===== src/rtl/mem_rd_pkg.sv =====
// Shared constants, FSM state type and parity helper for the burst read engine.
package mem_rd_pkg;

    localparam int unsigned ADDR_W = 10;
    localparam int unsigned DATA_W = 16;

    typedef enum logic [1:0] {IDLE, ISSUE, DRAIN, DONE} state_e;

    // Even parity: the stored bit makes the XOR over data and parity zero.
    function automatic logic parity_err(input logic [DATA_W-1:0] data, input logic parity);
        return (^data) != parity;
    endfunction

endpackage


===== src/rtl/rd_fifo.sv =====
// Synchronous FIFO with occupancy count; push and pop may coincide at any fill level.
module rd_fifo #(
    parameter int unsigned WIDTH = 18,
    parameter int unsigned DEPTH = 4,
    localparam int unsigned CNT_W = $clog2(DEPTH + 1),
    localparam int unsigned PTR_W = (DEPTH > 1) ? $clog2(DEPTH) : 1
) (
    input  logic             clk_i,
    input  logic             rst_i,
    input  logic             push_i,
    input  logic [WIDTH-1:0] wdata_i,
    input  logic             pop_i,
    output logic [WIDTH-1:0] rdata_o,
    output logic [CNT_W-1:0] count_o,
    output logic             empty_o
);

    logic [WIDTH-1:0] mem_q [DEPTH];
    logic [PTR_W-1:0] wr_ptr_q, rd_ptr_q;
    logic [CNT_W-1:0] count_q;
    logic             full, do_push, do_pop;

    function automatic logic [PTR_W-1:0] ptr_inc(input logic [PTR_W-1:0] p);
        return (p == PTR_W'(DEPTH - 1)) ? '0 : p + PTR_W'(1);
    endfunction

    assign empty_o = (count_q == '0);
    assign full    = (count_q == CNT_W'(DEPTH));
    assign do_pop  = pop_i && !empty_o;
    // A pop in the same cycle frees the head slot, so a full FIFO may still accept.
    assign do_push = push_i && (!full || do_pop);

    always_ff @(posedge clk_i or posedge rst_i) begin
        if (rst_i) begin
            wr_ptr_q <= '0;
            rd_ptr_q <= '0;
            count_q  <= '0;
        end else begin
            if (do_push) begin
                wr_ptr_q <= ptr_inc(wr_ptr_q);
            end
            if (do_pop) begin
                rd_ptr_q <= ptr_inc(rd_ptr_q);
            end
            if (do_push && !do_pop) begin
                count_q <= count_q + CNT_W'(1);
            end else if (do_pop && !do_push) begin
                count_q <= count_q - CNT_W'(1);
            end
        end
    end

    always_ff @(posedge clk_i) begin
        if (do_push) begin
            mem_q[wr_ptr_q] <= wdata_i;
        end
    end

    assign rdata_o = mem_q[rd_ptr_q];
    assign count_o = count_q;

endmodule


===== src/rtl/mem_burst_reader.sv =====
// Credit-limited burst reader: issues sequential memory reads, checks parity on return
// and streams {data, perr, last} through an output FIFO.
module mem_burst_reader
    import mem_rd_pkg::*;
#(
    parameter int unsigned RD_LAT     = 2,
    parameter int unsigned FIFO_DEPTH = 4
) (
    input  logic              clk1,
    input  logic              rst,
    input  logic              start,
    input  logic [ADDR_W-1:0] base_addr,
    input  logic [ADDR_W:0]   len,
    output logic              busy,
    output logic              done,
    output logic [15:0]       err_cnt,
    output logic [ADDR_W-1:0] mem_addr,
    output logic              mem_addr_en,
    output logic              mem_rd_en,
    output logic              mem_dout_en,
    output logic              mem_blk_sel,
    output logic              mem_wr_en,
    input  logic [DATA_W-1:0] mem_dout,
    input  logic              mem_parity,
    output logic [DATA_W-1:0] m_data,
    output logic              m_perr,
    output logic              m_last,
    output logic              m_valid,
    input  logic              m_ready
);

    localparam int unsigned CNT_W = $clog2(FIFO_DEPTH + 1);
    localparam int unsigned CR_W  = CNT_W + 1;
    localparam int unsigned FW    = DATA_W + 2;

    state_e              state_q, state_d;
    logic [ADDR_W-1:0]   addr_q, addr_d;
    logic [ADDR_W:0]     len_q, len_d, issued_q, issued_d;
    logic [CR_W-1:0]     inflight_q, inflight_d;
    logic [RD_LAT-1:0]   tag_v_q, tag_v_d, tag_l_q, tag_l_d;
    logic [15:0]         err_q, err_d;
    logic                credit, issue, last_issue, push, pop, perr, fifo_empty;
    logic [CNT_W-1:0]    fifo_count;
    logic [FW-1:0]       fifo_rdata;

    // Every read holds one credit from issue until its word leaves the FIFO.
    assign credit     = (inflight_q + CR_W'(fifo_count)) < CR_W'(FIFO_DEPTH);
    assign issue      = (state_q == ISSUE) && credit;
    assign last_issue = (issued_q + (ADDR_W + 1)'(1)) == len_q;
    assign push       = tag_v_q[RD_LAT-1];
    assign perr       = parity_err(mem_dout, mem_parity);
    assign m_valid    = !fifo_empty;
    assign pop        = m_valid && m_ready;

    always_comb begin
        state_d    = state_q;
        addr_d     = addr_q;
        len_d      = len_q;
        issued_d   = issued_q;
        err_d      = err_q;
        inflight_d = inflight_q;
        unique case (state_q)
            IDLE: begin
                if (start) begin
                    addr_d   = base_addr;
                    len_d    = len;
                    issued_d = '0;
                    err_d    = '0;
                    state_d  = (len == '0) ? DONE : ISSUE;
                end
            end
            ISSUE: begin
                if (issue) begin
                    addr_d   = addr_q + ADDR_W'(1);
                    issued_d = issued_q + (ADDR_W + 1)'(1);
                    if (last_issue) begin
                        state_d = DRAIN;
                    end
                end
            end
            DRAIN: begin
                // Leave as the final word is popped so done lands one cycle after it.
                if (inflight_q == '0 && (fifo_empty || (fifo_count == CNT_W'(1) && pop))) begin
                    state_d = DONE;
                end
            end
            DONE:    state_d = IDLE;
            default: state_d = IDLE;
        endcase
        if (issue && !push) begin
            inflight_d = inflight_q + CR_W'(1);
        end else if (push && !issue) begin
            inflight_d = inflight_q - CR_W'(1);
        end
        if (push && perr && err_q != '1) begin
            err_d = err_q + 16'd1;
        end
        tag_v_d[0] = issue;
        tag_l_d[0] = last_issue;
        for (int i = 1; i < RD_LAT; i++) begin
            tag_v_d[i] = tag_v_q[i-1];
            tag_l_d[i] = tag_l_q[i-1];
        end
    end

    always_ff @(posedge clk1 or posedge rst) begin
        if (rst) begin
            state_q    <= IDLE;
            addr_q     <= '0;
            len_q      <= '0;
            issued_q   <= '0;
            inflight_q <= '0;
            tag_v_q    <= '0;
            tag_l_q    <= '0;
            err_q      <= '0;
        end else begin
            state_q    <= state_d;
            addr_q     <= addr_d;
            len_q      <= len_d;
            issued_q   <= issued_d;
            inflight_q <= inflight_d;
            tag_v_q    <= tag_v_d;
            tag_l_q    <= tag_l_d;
            err_q      <= err_d;
        end
    end

    rd_fifo #(
        .WIDTH (FW),
        .DEPTH (FIFO_DEPTH)
    ) u_fifo (
        .clk_i   (clk1),
        .rst_i   (rst),
        .push_i  (push),
        .wdata_i ({mem_dout, perr, tag_l_q[RD_LAT-1]}),
        .pop_i   (pop),
        .rdata_o (fifo_rdata),
        .count_o (fifo_count),
        .empty_o (fifo_empty)
    );

    assign busy        = (state_q != IDLE);
    assign done        = (state_q == DONE);
    assign err_cnt     = err_q;
    assign mem_addr    = addr_q;
    assign mem_addr_en = issue;
    assign mem_rd_en   = issue;
    assign mem_dout_en = issue;
    assign mem_blk_sel = issue;
    assign mem_wr_en   = 1'b0;
    // Stream fields read zero when nothing is presented.
    assign m_data      = m_valid ? fifo_rdata[FW-1:2] : '0;
    assign m_perr      = m_valid && fifo_rdata[1];
    assign m_last      = m_valid && fifo_rdata[0];

endmodule


===== config.mk =====
export PLATFORM = sky130hd
export DESIGN_NAME = mem_burst_reader
export DESIGN_NICKNAME = d
export VERILOG_FILES = /design/src/rtl/mem_rd_pkg.sv /design/src/rtl/rd_fifo.sv /design/src/rtl/mem_burst_reader.sv
export SDC_FILE = /design/constraint.sdc
export NUM_CORES = 1
export LEC_CHECK = 0
export CAP_MARGIN = 5
export CORE_UTILIZATION = 59
export CTS_BUF_LIST = sky130_fd_sc_hd__clkbuf_8 sky130_fd_sc_hd__clkbuf_16
export DETAILED_ROUTE_END_ITERATION = 6
export HOLD_SLACK_MARGIN = 0.15
export PLACE_DENSITY = 0.85
export SYNTH_ARGS = -nofsm -noshare
export SYNTH_HDL_FRONTEND = slang
export SYNTH_SLANG_ARGS = --single-unit

===== constraint.sdc =====
create_clock -name clk1 -period 7.4 [get_ports clk1]
set_clock_uncertainty 0.15 [all_clocks]
set_input_delay 0.74 -clock clk1 [delete_from_list [all_inputs] [get_ports clk1]]
set_output_delay 0.74 -clock clk1 [all_outputs]
set_load 0.03 [all_outputs]

==> run_results.csv, run 1 <==
group,metric,value,unit
sta,slew_headroom,14.7,%
global_route,overflow,0,
synthesis,syn-num-nets,587,
sta,fin_crit,4.48,ns
synthesis,synth_area_leaders,"edfxtp_1, dfrtp_1, mux4_2, ha_1, xnor2_1",
global_route,antenna_found_initial,0,
global_route,first_global_vias,4646,
setup_path,crit_required,6.51,ns
power,power.total,0.00343,W
route,wl_per_cell,18.7,microns
route,ant_nets,0,
setup_path,start_kind,"register",
route,drc,0,
global_route,grt_usage,26.4,%
clock_network,numCtsBuffers,17,
clock_network,cts_resized,0,
sta,rsz0062_at_grt,"false",
floorplanning,die_y,108,microns
synthesis,synthMostInstantiatedCell,"edfxtp_1",
synthesis,synth_edf_count,72,
sta,max_freq,223,MHz
synthesis,synth_area,6660,sq um
power,cellPowerDensity,416,nW/um^2
synthesis,synth_top_area_share,32.5,%
synthesis,synth_cell_types,54,
clock_network,clockBufferDepth,2,
sta,worst_slew_pin_slew,1.27,ns
sta,post-route-period-util,60.5,%
route,dr.first_iter.drc_count,270,
floorplanning,fp-row-count,38,
min_path,hold_class,"reg -> reg",
floorplanning,dieArea,11700,sq um
global_route,grt_max_degree,66,
route,drt_pass1_iterations,6,
sta,setup_viol,0,
synthesis,yosysTopAreaCell,"edfxtp_1",
synthesis,seq_area_frac_synth,56.9,%
global_route,grt_pass1_wl,23100,microns
synthesis,avgSynthCellArea,12.8,sq um
place,port_buffers,92,
floorplanning,initial_core_util,60.9,%
route,drt_wl_total,14300,microns
sta,tns,0,ns
sta,hold_viol_final,0,
power,ir_worst_vdd,0.284,mV
final_layout,finish.utilization,75.4,%
place,hpwl,9300,microns
route,vias,4578,
status,status,"complete, no violations",
clock_network,htreeDepth,4,
synthesis,ys.flop_type,"edfxtp_1",
setup_path,critPathMaxFanout,13,
clock_network,cts_tree,"yes",
synthesis,async_reset_ff_share,47.4,%
sta,slew_violations,0,
clock_network,clockRootBuffer,"clkbuf_16",
setup_path,worstPathArrival,3.59,ns
synthesis,yosys_warnings,0,
route,viasPerCell,5.98,
clock_network,cts_hold_buf,0,
clock_network,cts_sinks,137,
place,gp_congestion,0.854,
final_layout,area_growth_syn_to_layout,23.7,%
power,p_leak,3.17,nW
final_layout,antenna_cells,0,
synthesis,ys_seq_elements,137,
synthesis,syn_inst,521,
clock_network,insertion_delay,0.42,ns
clock_network,path_clk_slew,0.06,ns
final_layout,fin_nets,679,
run,drv_cap,0,
setup_path,worstSetupPathType,"reg -> out",
setup_path,end_kind,"output pin",
final_layout,drive_gt1_share,11.7,%
floorplanning,ioPinCount,94,
floorplanning,core-area,10900,sq um
floorplanning,die_w,108,microns
clock_network,cts_setup_buffers,0,
synthesis,synth_common_cells,"edfxtp_1, dfrtp_1, nand2_1",
## metrics by stage
stage / instance area [sq um] / setup WS, ns / hold WS (ns) / instances
after floorplan: 6660 / 3.79 / 0.181 / 521
after global placement: 7650 / 3.57 / 0.184 / 734
after detailed placement: 7650 / 3.43 / 0.195 / 734
after CTS: 8240 / 2.96 / 0.207 / 766
after global routing: 8240 / 2.82 / 0.213 / 766
final: 8240 / 2.92 / 0.212 / 766
## layout make-up
class                   count  area [sq um]
repair buffers             94           936
inverters                  14          52.6
clock inverters            14           148
flip-flops and latches    137          3790
fillers                   682          2690
clock buffers              18           439
well taps                 140           175
multi-input cells         349          2700
## cells in the final DEF, fill, tap and decap left out, types with 5 or more instances in the layout
cell type and count:
a21oi_1 13, and2_1 24, and3_1 14, clkbuf_16 17, clkdlybuf4s50_1 92, dfrtp_1 65, edfxtp_1 72, ha_1 23
inv_1 13, mux2_2 14, mux2i_1 7, mux4_2 18, nand2_1 40, nand2b_1 9, nand3_1 16, nor2_1 15
nor2b_1 9, nor3_1 8, nor4_1 5, o21ai_0 13, o21ai_1 35, o31ai_1 13, xnor2_1 24, xor2_1 11
## sequential cells by signal (all words and copies together) (netlist names), 3 cells and up
name / cells
u_fifo.mem_q: 72
err_cnt: 16
issued_q: 11
len_q: 11
mem_addr: 10
inflight_q: 4
u_fifo.count_o: 3
## per-layer routing
metal  GRT usage (%)  routed length (microns)  up-vias
met5               0                        0        -
met4            9.65                      262        0
met3            5.97                      713       28
met2            44.5                     7390      154
met1            33.5                     5930     2286
li1                -                        -     2110
## report_power, final
group	internal [W]	switching (W)
logic	0.000669	0.000829
clock network	0.000505	0.000325
registers	0.000947	0.000157
total	0.00212	0.00131
## worst max-delay path, stage by stage, from the launching register on
cell and delay, ns:
dfrtp_1 0.39, inv_1 0.13, ha_1 0.48, inv_1 0.26, nor3_1 1.05, clkdlybuf4s50_1 0.86
## cell families (layout without fill, tap and decap cells)
kind of cell / after synthesis / count (layout) / share of synthesized area, %
AO/OA/AOI/OAI: 98 / 98 / 8.92
XOR/XNOR: 37 / 37 / 5.28
AND/OR/NAND/NOR: 149 / 149 / 11.9
multiplexers: 40 / 40 / 9.84
adder cells (fa/ha/maj): 24 / 24 / 4.62
other: 1 / 1 / 0.0563
flip-flops: 137 / 137 / 56.9
buffers and inverters: 35 / 140 / 2.55
## worst paths after layout
path | from | end | slack (ns) | cells after the start
setup reg to reg | state_q[1] | inflight_q[3] | 3.34 | 12
hold reg to reg | tag_l_q[0] | tag_l_q[1] | 0.21 | 0
min in group asynchronous | rst | err_cnt[1] | 0.72 | 3
hold / removal | tag_l_q[0] | tag_l_q[1] | 0.21 | 0
setup / recovery | state_q[1] | mem_dout_en | 2.92 | 5
max in group asynchronous | rst | mem_addr[1] | 5.83 | 3
Note: power is estimated with default switching activity, not from simulation.
==> inputs of run 2 (changes only) <==
Settings changed: CORE_UTILIZATION 59 to 55, PLACE_DENSITY 0.85 to 0.8.
Clock period 7.4 ns to 4.5 ns, I/O delays scaled along.
==> run 2 against run 1 <==
The flow now finishes with violations (DRC); power is 62% higher; count of clock-buffer cells in the layout down 1; critical path type unchanged; highest routed layer unchanged; via count decreased by 0.79%.
==> run_results.csv, run 2 (synthesis results as in run 1) <==
group,metric,value,unit
route,ant_nets,0,
setup_path,crit_slowest_cell,"clkdlybuf4s50_1",
sta,fin_crit,3.57,ns
sta,worst_slew_pin_slew,1.23,ns
clock_network,insertion_delay,0.42,ns
setup_path,critPathCapture,"mem_addr_en",
route,drc,6,
setup_path,r2r_end,"inflight_q[3]",
setup_path,worstSetupPathType,"reg -> out",
setup_path,critPathMaxFanout,13,
floorplanning,core-area,11600,sq um
sta,slew_headroom,18.0,%
setup_path,crit_required,3.90,ns
global_route,grt_max_degree,45,
final_layout,area_growth_syn_to_layout,23.6,%
sta,rsz0062_at_grt,"false",
place,gp_congestion,0.883,
global_route,antenna_found_initial,0,
sta,max_freq,280,MHz
clock_network,clockBufferDepth,2,
sta,tns,0,ns
global_route,overflow,0,
global_route,grt_usage,23.3,%
global_route,first_global_vias,4509,
route,wl_per_cell,17.9,microns
setup_path,r2r-start,"state_q[1]",
final_layout,antenna_cells,0,
setup_path,path_buf_inv,4,
power,power.total,0.00557,W
final_layout,regMostFlops,"u_fifo.mem_q",
route,drt_pass1_iterations,7,
final_layout,layout_common_cells,"clkdlybuf4s50_1, edfxtp_1, dfrtp_1",
floorplanning,die_y,112,microns
route,viasPerCell,5.90,
setup_path,ff2ff_path_depth,12,
clock_network,numCtsBuffers,17,
setup_path,crit_cells,6,
clock_network,cts_sinks,137,
power,ir_worst_vdd,0.304,mV
clock_network,cts_hold_buf,0,
run,drv_cap,0,
power,p_leak,3.18,nW
setup_path,worstPathArrival,2.97,ns
final_layout,drive_gt1_share,11.3,%
final_layout,fin_nets,680,
setup_path,path_common_cell,"inv_1",
setup_path,path_delay_family,"buffers and inverters",
clock_network,htreeDepth,4,
floorplanning,fp-row-count,39,
clock_network,cts_resized,0,
setup_path,start_kind,"register",
setup_path,reg2reg_slack,1.25,ns
status,violations,"DRC",
floorplanning,initial_core_util,57.4,%
final_layout,final_common_cell,"clkdlybuf4s50_1",
sta,hold_viol_final,0,
floorplanning,die_w,112,microns
setup_path,cp_cell_sequence,"inv_1 > ha_1 > inv_1 > nor3_1 > buf_4 > clkdlybuf4s50_1",
floorplanning,dieArea,12600,sq um
final_layout,finish.utilization,70.9,%
floorplanning,ioPinCount,94,
setup_path,max_stage_delay,0.70,ns
clock_network,clockRootBuffer,"clkbuf_16",
sta,post-route-period-util,79.4,%
global_route,grt_pass1_wl,22500,microns
route,vias,4542,
sta,slew_violations,0,
status,status,"finished with violations",
place,port_buffers,92,
sta,setup_viol,0,
final_layout,instances_no_fill,770,
power,cellPowerDensity,677,nW/um^2
place,hpwl,9070,microns
route,drt_wl_total,13800,microns
clock_network,cts_tree,"yes",
final_layout,largest_reg_flops,72,
clock_network,cts_setup_buffers,0,
setup_path,end_kind,"output pin",
place,place_inst,738,
setup_path,critical_path.startpoint,"state_q[1]",
route,dr.first_iter.drc_count,376,
min_path,hold_class,"reg -> reg",
clock_network,path_clk_slew,0.05,ns
-- run 2: worst reg2reg max path: stages, from the launching register on --
cell	delay, ns
dfrtp_1	0.39
inv_1	0.13
ha_1	0.49
inv_1	0.27
nor3_1	0.35
ha_1	0.25
inv_1	0.10
ha_1	0.29
a21o_1	0.19
a21oi_1	0.19
xnor2_1	0.14
nor2_1	0.06
xor2_1	0.14
-- run 2: layer usage --
metal | vias to the layer above | share of wire, % | global-route usage [%]
li1 | 2115 | - | -
met1 | 2271 | 42 | 30.7
met2 | 140 | 51 | 38.4
met3 | 16 | 5.4 | 5.29
met4 | 0 | 1.4 | 8.27
met5 | - | 0 | 0
-- run 2: where the power goes --
part	switching, W	internal [W]	leakage [nW]
clock network	0.000512	0.000805	0.276
registers	0.000232	0.00156	1.49
logic	0.00136	0.00111	1.41
-- run 2: worst min path at each step --
stage | cells after the start | slack (ns) | startpoint | to
detailed placement | 0 | 0.19 | tag_l_q[0] | tag_l_q[1]
CTS | 0 | 0.20 | tag_v_q[0] | tag_v_q[1]
floorplan | 0 | 0.18 | tag_l_q[0] | tag_l_q[1]
finish | 0 | 0.20 | tag_v_q[0] | tag_v_q[1]
global route | 0 | 0.20 | tag_v_q[0] | tag_v_q[1]
global placement | 0 | 0.19 | tag_v_q[0] | tag_v_q[1]
-- run 2: area by class of cell --
class	count	area [sq um]
Fill cell	790	3380
Sequential cell	137	3790
Clock buffer	17	425
Inverter	14	52.6
Timing Repair Buffer	95	943
Multi-Input combinational cell	349	2700
Clock inverter	15	140
Tap cell	143	179
-- run 2: stage by stage --
stage | setup slack [ns] | cell area (sq um) | hold WS, ns
after floorplan | 0.891 | 6660 | 0.181
after global placement | 1.20 | 7670 | 0.185
after detailed placement | 1.11 | 7670 | 0.191
after CTS | 0.941 | 8230 | 0.203
after global routing | 0.788 | 8230 | 0.203
final | 0.929 | 8230 | 0.202
==> inputs of run 3 (changes only) <==
Settings changed: CORE_UTILIZATION 55 to 50, PLACE_DENSITY 0.8 to 0.77.
Clock period 4.5 ns to 3 ns, I/O delays scaled along.
==> run 3 against run 2 <==
The flow now finishes without violations; global-route usage is 2.2 points lower; critical path depth did not move; combinational power rose by 52%; highest routed layer unchanged; clock power increased by 59%; sequential share of layout area is 1.0 points lower; sequential power grew 47%; register-to-register slack got worse by 1.1 ns; hold slack worse by 0.00089 ns; count of clock-buffer cells in the layout is the same; non-clock buffer count rose by 14.
==> run_results.csv, run 3 (synthesis results as in run 1) <==
group,metric,value,unit
clock_network,insertion_delay,0.42,ns
global_route,grt_max_degree,66,
setup_path,max_stage_delay,0.68,ns
sta,setup_viol,0,
route,dr.first_iter.drc_count,359,
final_layout,final_common_cell,"clkdlybuf4s50_1",
sta,hold_viol_final,0,
setup_path,r2r-start,"inflight_q[1]",
floorplanning,ioPinCount,94,
min_path,hold_class,"reg -> reg",
setup_path,critPathCapture,"m_perr",
sta,tns,0,ns
sta,slew_violations,0,
final_layout,regArea,3790,sq um
setup_path,crit_slowest_cell,"clkdlybuf4s50_1",
final_layout,area_growth_syn_to_layout,26.3,%
route,vias,4541,
place,port_buffers,92,
global_route,grt_usage,21.1,%
sta,post-route-period-util,94.8,%
sta,worst_slew_pin_slew,0.828,ns
global_route,overflow,0,
final_layout,largest_reg_flops,72,
sta,rsz0062_at_grt,"false",
final_layout,nFillCells,957,
setup_path,path_delay_family,"buffers and inverters",
global_route,antenna_found_initial,0,
setup_path,cp_cell_sequence,"inv_1 > ha_1 > nand2b_1 > buf_4 > and2_1 > clkdlybuf4s50_1",
setup_path,worstPathArrival,2.39,ns
setup_path,ff2ff_path_depth,12,
sta,max_freq,352,MHz
power,cellPowerDensity,1010,nW/um^2
route,wl_per_cell,16.8,microns
floorplanning,initial_core_util,51.9,%
status,status,"complete, no violations",
route,ant_nets,0,
clock_network,htreeDepth,4,
sta,fin_crit,2.84,ns
final_layout,regMostFlops,"u_fifo.mem_q",
floorplanning,fp-row-count,41,
floorplanning,dieArea,13800,sq um
route,drc,0,
setup_path,critPathMaxFanout,20,
place,gp_congestion,0.846,
setup_path,crit_required,2.55,ns
final_layout,fin_nets,694,
clock_network,cts_hold_buf,0,
clock_network,cts_sinks,137,
sta,slew_headroom,44.8,%
final_layout,multi_input_area,2710,sq um
setup_path,path_buf_inv,3,
global_route,first_global_vias,4497,
clock_network,cts_resized,4,
clock_network,cts_tree,"yes",
clock_network,numCtsBuffers,17,
run,drv_cap,0,
setup_path,r2r_end,"inflight_q[3]",
floorplanning,die_w,117,microns
route,drt_pass1_iterations,4,
setup_path,end_kind,"output pin",
route,drt_wl_total,13600,microns
place,hpwl,9290,microns
final_layout,antenna_cells,0,
power,ir_worst_vdd,0.447,mV
clock_network,clockBufferDepth,2,
setup_path,crit_cells,6,
setup_path,critical_path.startpoint,"u_fifo.count_o[0]",
floorplanning,die_y,117,microns
place,place_inst,781,
setup_path,reg2reg_slack,0.18,ns
setup_path,worstSetupPathType,"reg -> out",
power,p_leak,3.28,nW
clock_network,clockRootBuffer,"clkbuf_16",
route,viasPerCell,5.59,
global_route,grt_pass1_wl,22800,microns
final_layout,layout_common_cells,"clkdlybuf4s50_1, edfxtp_1, dfrtp_1",
floorplanning,core-area,12800,sq um
clock_network,path_clk_slew,0.06,ns
setup_path,start_kind,"register",
final_layout,instances_no_fill,813,
final_layout,drive_gt1_share,13.7,%
clock_network,cts_setup_buffers,0,
## run 3: cell count changes in the layout (fill, tap and decap cells not counted), moves of 3 or more
cell | before | now
clkinvlp_4 | 5 | 2
buf_4 | 3 | 17
clkdlybuf4s50_1 | 92 | 88
dlygate4sd2_1 | 0 | 4
inv_1 | 17 | 13
## run 3: cell type report
class,count,share of cell area [%]
Multi-Input combinational cell,349,32.3
Tap cell,172,2.56
Inverter,14,0.625
Timing Repair Buffer,109,12.4
Sequential cell,137,45.0
Clock buffer,17,5.06
Clock inverter,15,2.08
## run 3: how the worst min path moves through the flow
| stage | slack [ns] | from | to | cells past startpoint |
|---|---|---|---|---|
| floorplan | 0.18 | tag_l_q[0] | tag_l_q[1] | 0 |
| global placement | 0.19 | tag_v_q[0] | tag_v_q[1] | 0 |
| detailed placement | 0.19 | tag_v_q[0] | tag_v_q[1] | 0 |
| CTS | 0.20 | tag_v_q[0] | tag_v_q[1] | 0 |
| global route | 0.21 | tag_v_q[0] | tag_v_q[1] | 0 |
| finish | 0.20 | tag_v_q[0] | tag_v_q[1] | 0 |
## run 3: routing by layer
metal | share of wire [%] | wire length (microns) | GRT usage, % | vias to the layer above
li1 | - | - | - | 2142
met1 | 44 | 5960 | 27.6 | 2254
met2 | 51 | 6920 | 34.6 | 125
met3 | 4.0 | 542 | 4.38 | 20
met4 | 1.6 | 214 | 8.36 | 0
met5 | 0 | 0 | 0 | -
## run 3: power breakdown
group	internal [W]	total, W	switching, W
registers	0.00234	0.00264	0.000305
logic	0.00170	0.00376	0.00206
clock network	0.00131	0.00210	0.000797
total	0.00534	0.00850	0.00317
## run 3: stage by stage
step | setup WS (ns) | instance area, sq um | hold slack, ns | utilization (%) | power, W
floorplan | 0.00687 | 6670 | 0.181 | - | 0.00528
global placement | 0.281 | 7820 | 0.193 | 61.0 | 0.00635
global route | 0.00124 | 8410 | 0.208 | 65.6 | 0.00899
CTS | 0.130 | 8410 | 0.201 | 65.6 | 0.00857
detailed placement | 0.192 | 7820 | 0.186 | 61.0 | 0.00646
finish | 0.157 | 8410 | 0.201 | 65.6 | 0.00850
